--- src/rtl/button_conditioner_pkg.sv ---
// Shared types and default timing for the button conditioner.
// Timing defaults are derived from the 125 MHz system clock.
package button_conditioner_pkg;

  typedef enum logic [1:0] {
    RELEASED  = 2'd0,
    HELD      = 2'd1,
    REPEATING = 2'd2
  } btn_state_t;

  typedef struct packed {
    btn_state_t inc;
    btn_state_t dec;
  } dbg_state_t;

  localparam int unsigned CLK_FREQ            = 125000000;
  localparam int unsigned DEF_DEBOUNCE_CYCLES = CLK_FREQ / 50;  // 20 ms
  localparam int unsigned DEF_HOLD_CYCLES     = CLK_FREQ / 2;   // 0.5 s
  localparam int unsigned DEF_REPEAT_CYCLES   = CLK_FREQ / 5;   // 0.2 s

endpackage

--- src/rtl/button_conditioner_channel.sv ---
// One button channel: 2-flop synchronizer, debounce filter and press/repeat FSM.
// The pulse output is combinational; the top registers it after mutual exclusion.
module btn_channel
  import button_conditioner_pkg::*;
#(
  parameter int unsigned DEBOUNCE_CYCLES = DEF_DEBOUNCE_CYCLES,
  parameter int unsigned HOLD_CYCLES     = DEF_HOLD_CYCLES,
  parameter int unsigned REPEAT_CYCLES   = DEF_REPEAT_CYCLES,
  parameter bit          ENABLE_REPEAT   = 1'b1
) (
  input  logic       clk,
  input  logic       rst_n,
  input  logic       raw,
  output logic       level,
  output logic       pulse,
  output btn_state_t state
);

  localparam logic [31:0] DB_LAST     = 32'(DEBOUNCE_CYCLES - 1);
  localparam logic [31:0] HOLD_LAST   = 32'(HOLD_CYCLES - 1);
  localparam logic [31:0] REPEAT_LAST = 32'(REPEAT_CYCLES - 1);

  logic [1:0]  sync_q;
  logic [31:0] db_cnt;
  logic [31:0] hold_cnt;
  logic [31:0] hold_cnt_d;
  btn_state_t  state_d;

  always_ff @(posedge clk or negedge rst_n) begin
    if (!rst_n) begin
      sync_q <= 2'b00;
      level  <= 1'b0;
      db_cnt <= 32'd0;
    end else begin
      sync_q <= {sync_q[0], raw};
      // Any cycle that agrees with the current level restarts the filter.
      if (sync_q[1] == level) begin
        db_cnt <= 32'd0;
      end else if (db_cnt == DB_LAST) begin
        level  <= sync_q[1];
        db_cnt <= 32'd0;
      end else begin
        db_cnt <= db_cnt + 32'd1;
      end
    end
  end

  always_ff @(posedge clk or negedge rst_n) begin
    if (!rst_n) begin
      state    <= RELEASED;
      hold_cnt <= 32'd0;
    end else begin
      state    <= state_d;
      hold_cnt <= hold_cnt_d;
    end
  end

  always_comb begin
    state_d    = state;
    hold_cnt_d = hold_cnt;
    case (state)
      RELEASED: begin
        hold_cnt_d = 32'd0;
        if (level) state_d = HELD;
      end
      HELD: begin
        if (!level) begin
          state_d    = RELEASED;
          hold_cnt_d = 32'd0;
        end else if (hold_cnt == HOLD_LAST) begin
          // Without repeat the counter parks at its last value until release.
          if (ENABLE_REPEAT) begin
            state_d    = REPEATING;
            hold_cnt_d = 32'd0;
          end
        end else begin
          hold_cnt_d = hold_cnt + 32'd1;
        end
      end
      REPEATING: begin
        if (!level) begin
          state_d    = RELEASED;
          hold_cnt_d = 32'd0;
        end else if (hold_cnt == REPEAT_LAST) begin
          hold_cnt_d = 32'd0;
        end else begin
          hold_cnt_d = hold_cnt + 32'd1;
        end
      end
      default: begin
        state_d    = RELEASED;
        hold_cnt_d = 32'd0;
      end
    endcase
  end

  always_comb begin
    pulse = 1'b0;
    case (state)
      RELEASED:  pulse = level;
      HELD:      pulse = level && ENABLE_REPEAT && (hold_cnt == HOLD_LAST);
      REPEATING: pulse = level && (hold_cnt == REPEAT_LAST);
      default:   pulse = 1'b0;
    endcase
  end

endmodule

--- src/rtl/button_conditioner.sv ---
// Two debounced button channels with mutual exclusion and registered one-cycle pulses.
// A channel's pulse is dropped while the other channel's debounced level is high.
module button_conditioner
  import button_conditioner_pkg::*;
#(
  parameter int unsigned DEBOUNCE_CYCLES = DEF_DEBOUNCE_CYCLES,
  parameter int unsigned HOLD_CYCLES     = DEF_HOLD_CYCLES,
  parameter int unsigned REPEAT_CYCLES   = DEF_REPEAT_CYCLES,
  parameter bit          ENABLE_REPEAT   = 1'b1
) (
  input  logic       clk,
  input  logic       rst_n,
  input  logic       btn_inc_raw,
  input  logic       btn_dec_raw,
  output logic       btn_inc,
  output logic       btn_dec,
  output logic       inc_level,
  output logic       dec_level,
  output dbg_state_t dbg_state
);

  logic inc_pulse;
  logic dec_pulse;

  btn_channel #(
    .DEBOUNCE_CYCLES(DEBOUNCE_CYCLES),
    .HOLD_CYCLES    (HOLD_CYCLES),
    .REPEAT_CYCLES  (REPEAT_CYCLES),
    .ENABLE_REPEAT  (ENABLE_REPEAT)
  ) u_inc (
    .clk  (clk),
    .rst_n(rst_n),
    .raw  (btn_inc_raw),
    .level(inc_level),
    .pulse(inc_pulse),
    .state(dbg_state.inc)
  );

  btn_channel #(
    .DEBOUNCE_CYCLES(DEBOUNCE_CYCLES),
    .HOLD_CYCLES    (HOLD_CYCLES),
    .REPEAT_CYCLES  (REPEAT_CYCLES),
    .ENABLE_REPEAT  (ENABLE_REPEAT)
  ) u_dec (
    .clk  (clk),
    .rst_n(rst_n),
    .raw  (btn_dec_raw),
    .level(dec_level),
    .pulse(dec_pulse),
    .state(dbg_state.dec)
  );

  always_ff @(posedge clk or negedge rst_n) begin
    if (!rst_n) begin
      btn_inc <= 1'b0;
      btn_dec <= 1'b0;
    end else begin
      btn_inc <= inc_pulse & ~dec_level;
      btn_dec <= dec_pulse & ~inc_level;
    end
  end

endmodule

--- config.mk ---
export PLATFORM = sky130hd
export DESIGN_NAME = button_conditioner
export DESIGN_NICKNAME = d
export VERILOG_FILES = /design/src/rtl/button_conditioner_pkg.sv /design/src/rtl/button_conditioner_channel.sv /design/src/rtl/button_conditioner.sv
export SDC_FILE = /design/constraint.sdc
export NUM_CORES = 1
export LEC_CHECK = 0
export ABC_AREA = 1
export CAP_MARGIN = 20
export CORE_UTILIZATION = 62
export CTS_BUF_LIST = sky130_fd_sc_hd__clkbuf_4
export DETAILED_ROUTE_END_ITERATION = 8
export PLACE_DENSITY = 0.79
export SYNTH_ARGS = -nofsm -noshare
export SYNTH_HDL_FRONTEND = slang
export SYNTH_HIERARCHICAL = 1
export SYNTH_SLANG_ARGS = --single-unit
--- constraint.sdc ---
create_clock -name clk -period 3.31 [get_ports clk]
set_input_delay 0.8275 -clock clk [delete_from_list [all_inputs] [get_ports clk]]
set_output_delay 0.8275 -clock clk [all_outputs]
set_load 0.02 [all_outputs]
==> summary.txt, run 1 <==
status: finished clean
multi-input logic area: 4220 um^2
number of flops mapped to enable cells by yosys: 0
latest clock arrival within the worst-skew pair: 0.56 ns
Clock Skew: 0.0235 ns
Leakage: 0.00362 uW
pwr dens: 321 nW/um^2
Final #Nets: 1156
Ys Warns: 6
FILL cells: 1180
CP Capture Type: output port
setup bufs post-CTS: 0
Starting Density: 0.634
Placer Congestion: 0.966
DR vias/cell: 5.25
hold buffer count at CTS: 0
Worst path depth: 1
path type of the worst min-delay path: in2async
number of buffers created by CTS: 17
Sink Count: 140
Max Cap Violations: 0
actual slew at the worst max-slew pin: 0.681 ns
post-synthesis sequential area ratio: 0.419
Mean Syn Cell Area: 7.45 um^2
critical path required time: 2.48 ns
I/O pin cnt: 12
Main synth FF type: dfrtp_1
share of cells above drive strength 1: 0.0816
hpwl dp: 14200 um
VDD IR-drop max: 0.247 mV
Synth cell types: 31
site row count: 42
Core ar.: 13200 um^2
startpoint types: flip-flop
R2R setup slack: 1.41 ns
Net Count, Synth: 1138
CP top delay family: buffers and inverters
most common cell after layout, fill and taps aside: nand2_1
CP Buf/Inv Count: 1
Max Fclk: 379 MHz
r2r startpoint: u_dec/db_cnt[11]$_DFF_PN0_
Post-Route WL: 18500 um
CTS Root Cell: clkbuf_4
worst-path cell chain: clkdlybuf4s50_1
Slew Viols, Final: 0
Worst Setup EP: inc_level
max incr delay on CP: 0.72 ns
reg2reg end: u_dec/db_cnt[21]$_DFF_PN0_
die area: 13900 um^2
Sequential cell area: 3500 um^2
critical path's slowest cell: clkdlybuf4s50_1
RSZ-0062 raised after global routing: false
Post-route DRC: 0
GRT Total Usage: 0.288
CTS tree: yes
number of H-tree levels: 4
minimum clock period: 2.64 ns
cell count of the worst reg-to-reg path: 6
crit path from: u_inc/level$_DFFE_PN0P_
Cells after Synth: 1122
pin count of the biggest net entering global routing: 72
Synth async-reset ratio: 1.00
GRT overflow: 0
post_cts resized: 0
ANT nets after route: 0
CTS max path bufs: 2
# placed instances: 1297
hold_ws: 0.265 ns
Hold Fails Final Rpt: 0
Mapped Area: 8360 um^2
Synth Register Bits: 140
WL per Instance: 13.9 um
setup violators final: 0
IO buf count: 11
Post-Layout Cell Count: 1329
Die Height: 118 um
total negative slack: 0 ns
CP max FO: 9
final worst-path cycle share: 0.798
Crit Path Category: reg2out
area growth from synthesis to layout: 6.18%
max_slew headroom: 0.546
commonest cells after routing, fill and taps aside: nand2_1 (270), nor2_1 (252), dfrtp_1 (140), inv_1 (131), xor2_1 (74)
vias in the first global route: 6791
TritonRoute pass-1 iters: 5
Worst EP arrival: 1.81 ns
wire length of the first global-routing pass: 31700 um
via count: 6976
Die X: 118 um
clock-pin slew on the worst setup and hold paths: 0.13 ns
initial drt markers: 512
initial antenna violation count: 1
[state kept, by name, indices dropped and copies added (netlist names)]
name,flops
u_dec/db_cnt,32
u_dec/hold_cnt,32
u_inc/db_cnt,32
u_inc/hold_cnt,32
u_dec/state,2
u_dec/sync_q,2
u_inc/state,2
u_inc/sync_q,2
btn_dec,1
btn_inc,1
u_dec/level,1
u_inc/level,1
[cells by family (layout without fill, tap and decap cells)]
group / count (synthesis) / count (layout) / synth area share
buffers and inverters: 154 / 184 / 0.0757
DFF: 140 / 140 / 0.419
and+or+nand+nor: 706 / 706 / 0.377
adders and majority gates: 12 / 12 / 0.0180
xor gates and xnor gates: 98 / 98 / 0.103
AOI/OAI and AO/OA: 12 / 12 / 0.00778
other: 0 / 1 / 0
[report_power, final]
group | switching [uW] | internal [uW]
clock | 618 | 442
combinational | 51.2 | 12.1
sequential | 6.00 | 1720
[cell usage after synthesis, drive strengths merged (4+ instances only)]
cell / n / area [um^2]
clkbuf: 4 / 15.0
nor3: 66 / 433
nand3: 34 / 170
nand4: 30 / 188
buf: 10 / 92.6
ha: 12 / 150
dfrtp: 140 / 3500
nand3b: 4 / 30.0
xor2: 74 / 648
nor4: 6 / 50.0
nor2: 270 / 1080
nor3b: 6 / 45.0
nand2: 284 / 1110
o21ai: 6 / 30.0
a21oi: 4 / 20.0
xnor2: 24 / 210
inv: 140 / 526
[through the flow]
| step | power (uW) | utilization | cell area [um^2] | setup slack (ns) |
|---|---|---|---|---|
| finish | 2850 | 0.673 | 8870 | 0.670 |
| detailed placement | 1820 | 0.653 | 8610 | 1.25 |
| global route | 2970 | 0.673 | 8870 | 0.550 |
| global placement | 1820 | 0.653 | 8610 | 1.27 |
| CTS | 2890 | 0.673 | 8870 | 0.613 |
| floorplan | 1780 | - | 8360 | 1.79 |
[final cells by class]
| cell class | instances | share of cell area |
|---|---|---|
| diodes | 1 | 0.000282 |
| inverters | 140 | 0.0592 |
| repair buffers | 13 | 0.0156 |
| well taps | 176 | 0.0248 |
| clock inverters | 13 | 0.0144 |
| clock buffers | 18 | 0.0152 |
| flip-flops and latches | 140 | 0.395 |
| multi-input cells | 828 | 0.476 |
[per-layer routing]
| layer | wire [um] | up-vias | track usage |
|---|---|---|---|
| met5 | 0 | - | 0 |
| met4 | 274 | 0 | 0.0857 |
| met3 | 997 | 26 | 0.0640 |
| met2 | 8690 | 173 | 0.463 |
| met1 | 8490 | 3264 | 0.392 |
| li1 | - | 3513 | - |
[worst min-delay path by stage]
stage,from,endpoint,slack [ns],cells past startpoint
global route,rst_n,u_dec/hold_cnt[18]$_DFF_PN0_,0.29,1
finish,rst_n,u_dec/hold_cnt[24]$_DFF_PN0_,0.27,1
detailed placement,u_inc/sync_q[0]$_DFF_PN0_,u_inc/sync_q[1]$_DFF_PN0_,0.36,0
floorplan,u_dec/sync_q[0]$_DFF_PN0_,u_dec/sync_q[1]$_DFF_PN0_,0.33,0
CTS,rst_n,u_dec/hold_cnt[18]$_DFF_PN0_,0.26,1
global placement,u_inc/sync_q[0]$_DFF_PN0_,u_inc/sync_q[1]$_DFF_PN0_,0.37,0
(Power assumes the default switching activity.)
==> run 2, diff against run 1 <==
clock period = 2.53 ns   (was 3.31 ns; I/O delays follow)
==> summary.txt, run 2 (same netlist as run 1, synthesis figures left out) <==
status: finished clean
Hold Fails Final Rpt: 0
Post-Route WL: 18200 um
hpwl dp: 14000 um
via count: 6910
startpoint types: flip-flop
VDD IR-drop max: 0.320 mV
WL per Instance: 13.6 um
Clock Skew: 0.0163 ns
CTS Root Cell: clkbuf_4
post-route cell area: 8860 um^2
actual slew at the worst max-slew pin: 0.646 ns
CP Capture Type: output port
GRT overflow: 0
total negative slack: 0 ns
I/O pin cnt: 12
Die Height: 118 um
cell count of the worst reg-to-reg path: 10
critical path required time: 1.90 ns
final core occ: 0.672
r2r startpoint: u_dec/hold_cnt[0]$_DFF_PN0_
Placed Area: 8630 um^2
minimum clock period: 2.24 ns
RSZ-0062 raised after global routing: false
initial drt markers: 492
pin count of the biggest net entering global routing: 53
number of H-tree levels: 4
Slew Viols, Final: 0
IO buf count: 11
Final #Nets: 1159
Die X: 118 um
wire length of the first global-routing pass: 30900 um
max incr delay on CP: 0.63 ns
area growth from synthesis to layout: 6.06%
pwr dens: 406 nW/um^2
Max Fclk: 447 MHz
Core ar.: 13200 um^2
setup bufs post-CTS: 0
clock-pin slew on the worst setup and hold paths: 0.12 ns
share of cells above drive strength 1: 0.0815
Placer Congestion: 0.953
CP top delay family: buffers and inverters
hold buffer count at CTS: 0
FILL cells: 1185
setup violators final: 0
crit path from: u_inc/state[0]$_DFFE_PN0P_
path type of the worst min-delay path: in2async
number of buffers created by CTS: 17
Worst Setup EP: dbg_state[2]
TritonRoute pass-1 iters: 7
commonest cells after routing, fill and taps aside: nand2_1 (270), nor2_1 (252), dfrtp_1 (140), inv_1 (131), xor2_1 (74)
Starting Density: 0.634
Crit Path Category: reg2out
ANT nets after route: 0
Worst path depth: 1
most common cell after layout, fill and taps aside: nand2_1
DR vias/cell: 5.19
Post-route DRC: 0
post_cts resized: 0
CTS tree: yes
Max Cap Violations: 0
vias in the first global route: 6548
final worst-path cycle share: 0.884
Sink Count: 140
CP max FO: 5
latest clock arrival within the worst-skew pair: 0.55 ns
CTS max path bufs: 2
R2R setup slack: 0.67 ns
Leakage: 0.00363 uW
max_slew headroom: 0.569
Worst EP arrival: 1.61 ns
site row count: 42
initial antenna violation count: 1
die area: 13900 um^2
worst-path cell chain: clkdlybuf4s50_1
reg2reg end: u_dec/hold_cnt[25]$_DFF_PN0_
CP Buf/Inv Count: 1
critical path's slowest cell: clkdlybuf4s50_1
GRT Total Usage: 0.279
[run 2: cell types whose count changed in the layout (fill, tap and decap cells not counted), sizes merged]
cell      change
buf           +3
bufinv        -1
clkbuf        -1
clkinv        +1
clkinvlp      -2
inv           +2
[run 2: through the flow]
step / setup slack [ns] / total power (uW) / instances / hold WS (ns)
final: 0.292 / 3600 / 1331 / 0.00463
after global routing: 0.192 / 3750 / 1331 / 0.00996
after CTS: 0.248 / 3640 / 1330 / 0.00401
after detailed placement: 0.692 / 2390 / 1300 / 0.335
after global placement: 0.773 / 2380 / 1300 / 0.334
after floorplan: 1.01 / 2320 / 1122 / 0.331
[run 2: final cells by class]
cell class              count  area, um^2  area share
multi-input cells         828        4220       0.476
flip-flops and latches    140        3500       0.395
inverters                 140         526      0.0593
well taps                 176         220      0.0248
repair buffers             16         161      0.0182
clock buffers              17         128      0.0144
clock inverters            13         103      0.0116
diodes                      1        2.50    0.000282
[run 2: report_power, final]
group	internal [uW]	total [uW]	switching, uW
clock network	465	1260	796
registers	2250	2250	7.21
logic	16.9	83.5	66.6
total	2730	3600	869
[run 2: worst min path at each step]
stage	to	start	slack (ns)	depth (start not counted)
after floorplan	u_dec/sync_q[1]$_DFF_PN0_	u_dec/sync_q[0]$_DFF_PN0_	0.33	0
after global placement	u_inc/sync_q[1]$_DFF_PN0_	u_inc/sync_q[0]$_DFF_PN0_	0.33	0
after detailed placement	u_inc/sync_q[1]$_DFF_PN0_	u_inc/sync_q[0]$_DFF_PN0_	0.33	0
after CTS	u_dec/hold_cnt[26]$_DFF_PN0_	rst_n	0.004	1
after global routing	u_dec/hold_cnt[7]$_DFF_PN0_	rst_n	0.01	1
final	u_dec/hold_cnt[26]$_DFF_PN0_	rst_n	0.005	1
[run 2: metal layers]
| metal | vias up | GRT usage | share of wire | wire, um |
|---|---|---|---|---|
| li1 | 3505 | - | - | - |
| met1 | 3211 | 0.388 | 0.47 | 8620 |
| met2 | 169 | 0.441 | 0.46 | 8420 |
| met3 | 25 | 0.0606 | 0.046 | 839 |
| met4 | 0 | 0.0785 | 0.016 | 285 |
| met5 | - | 0 | 0 | 0 |
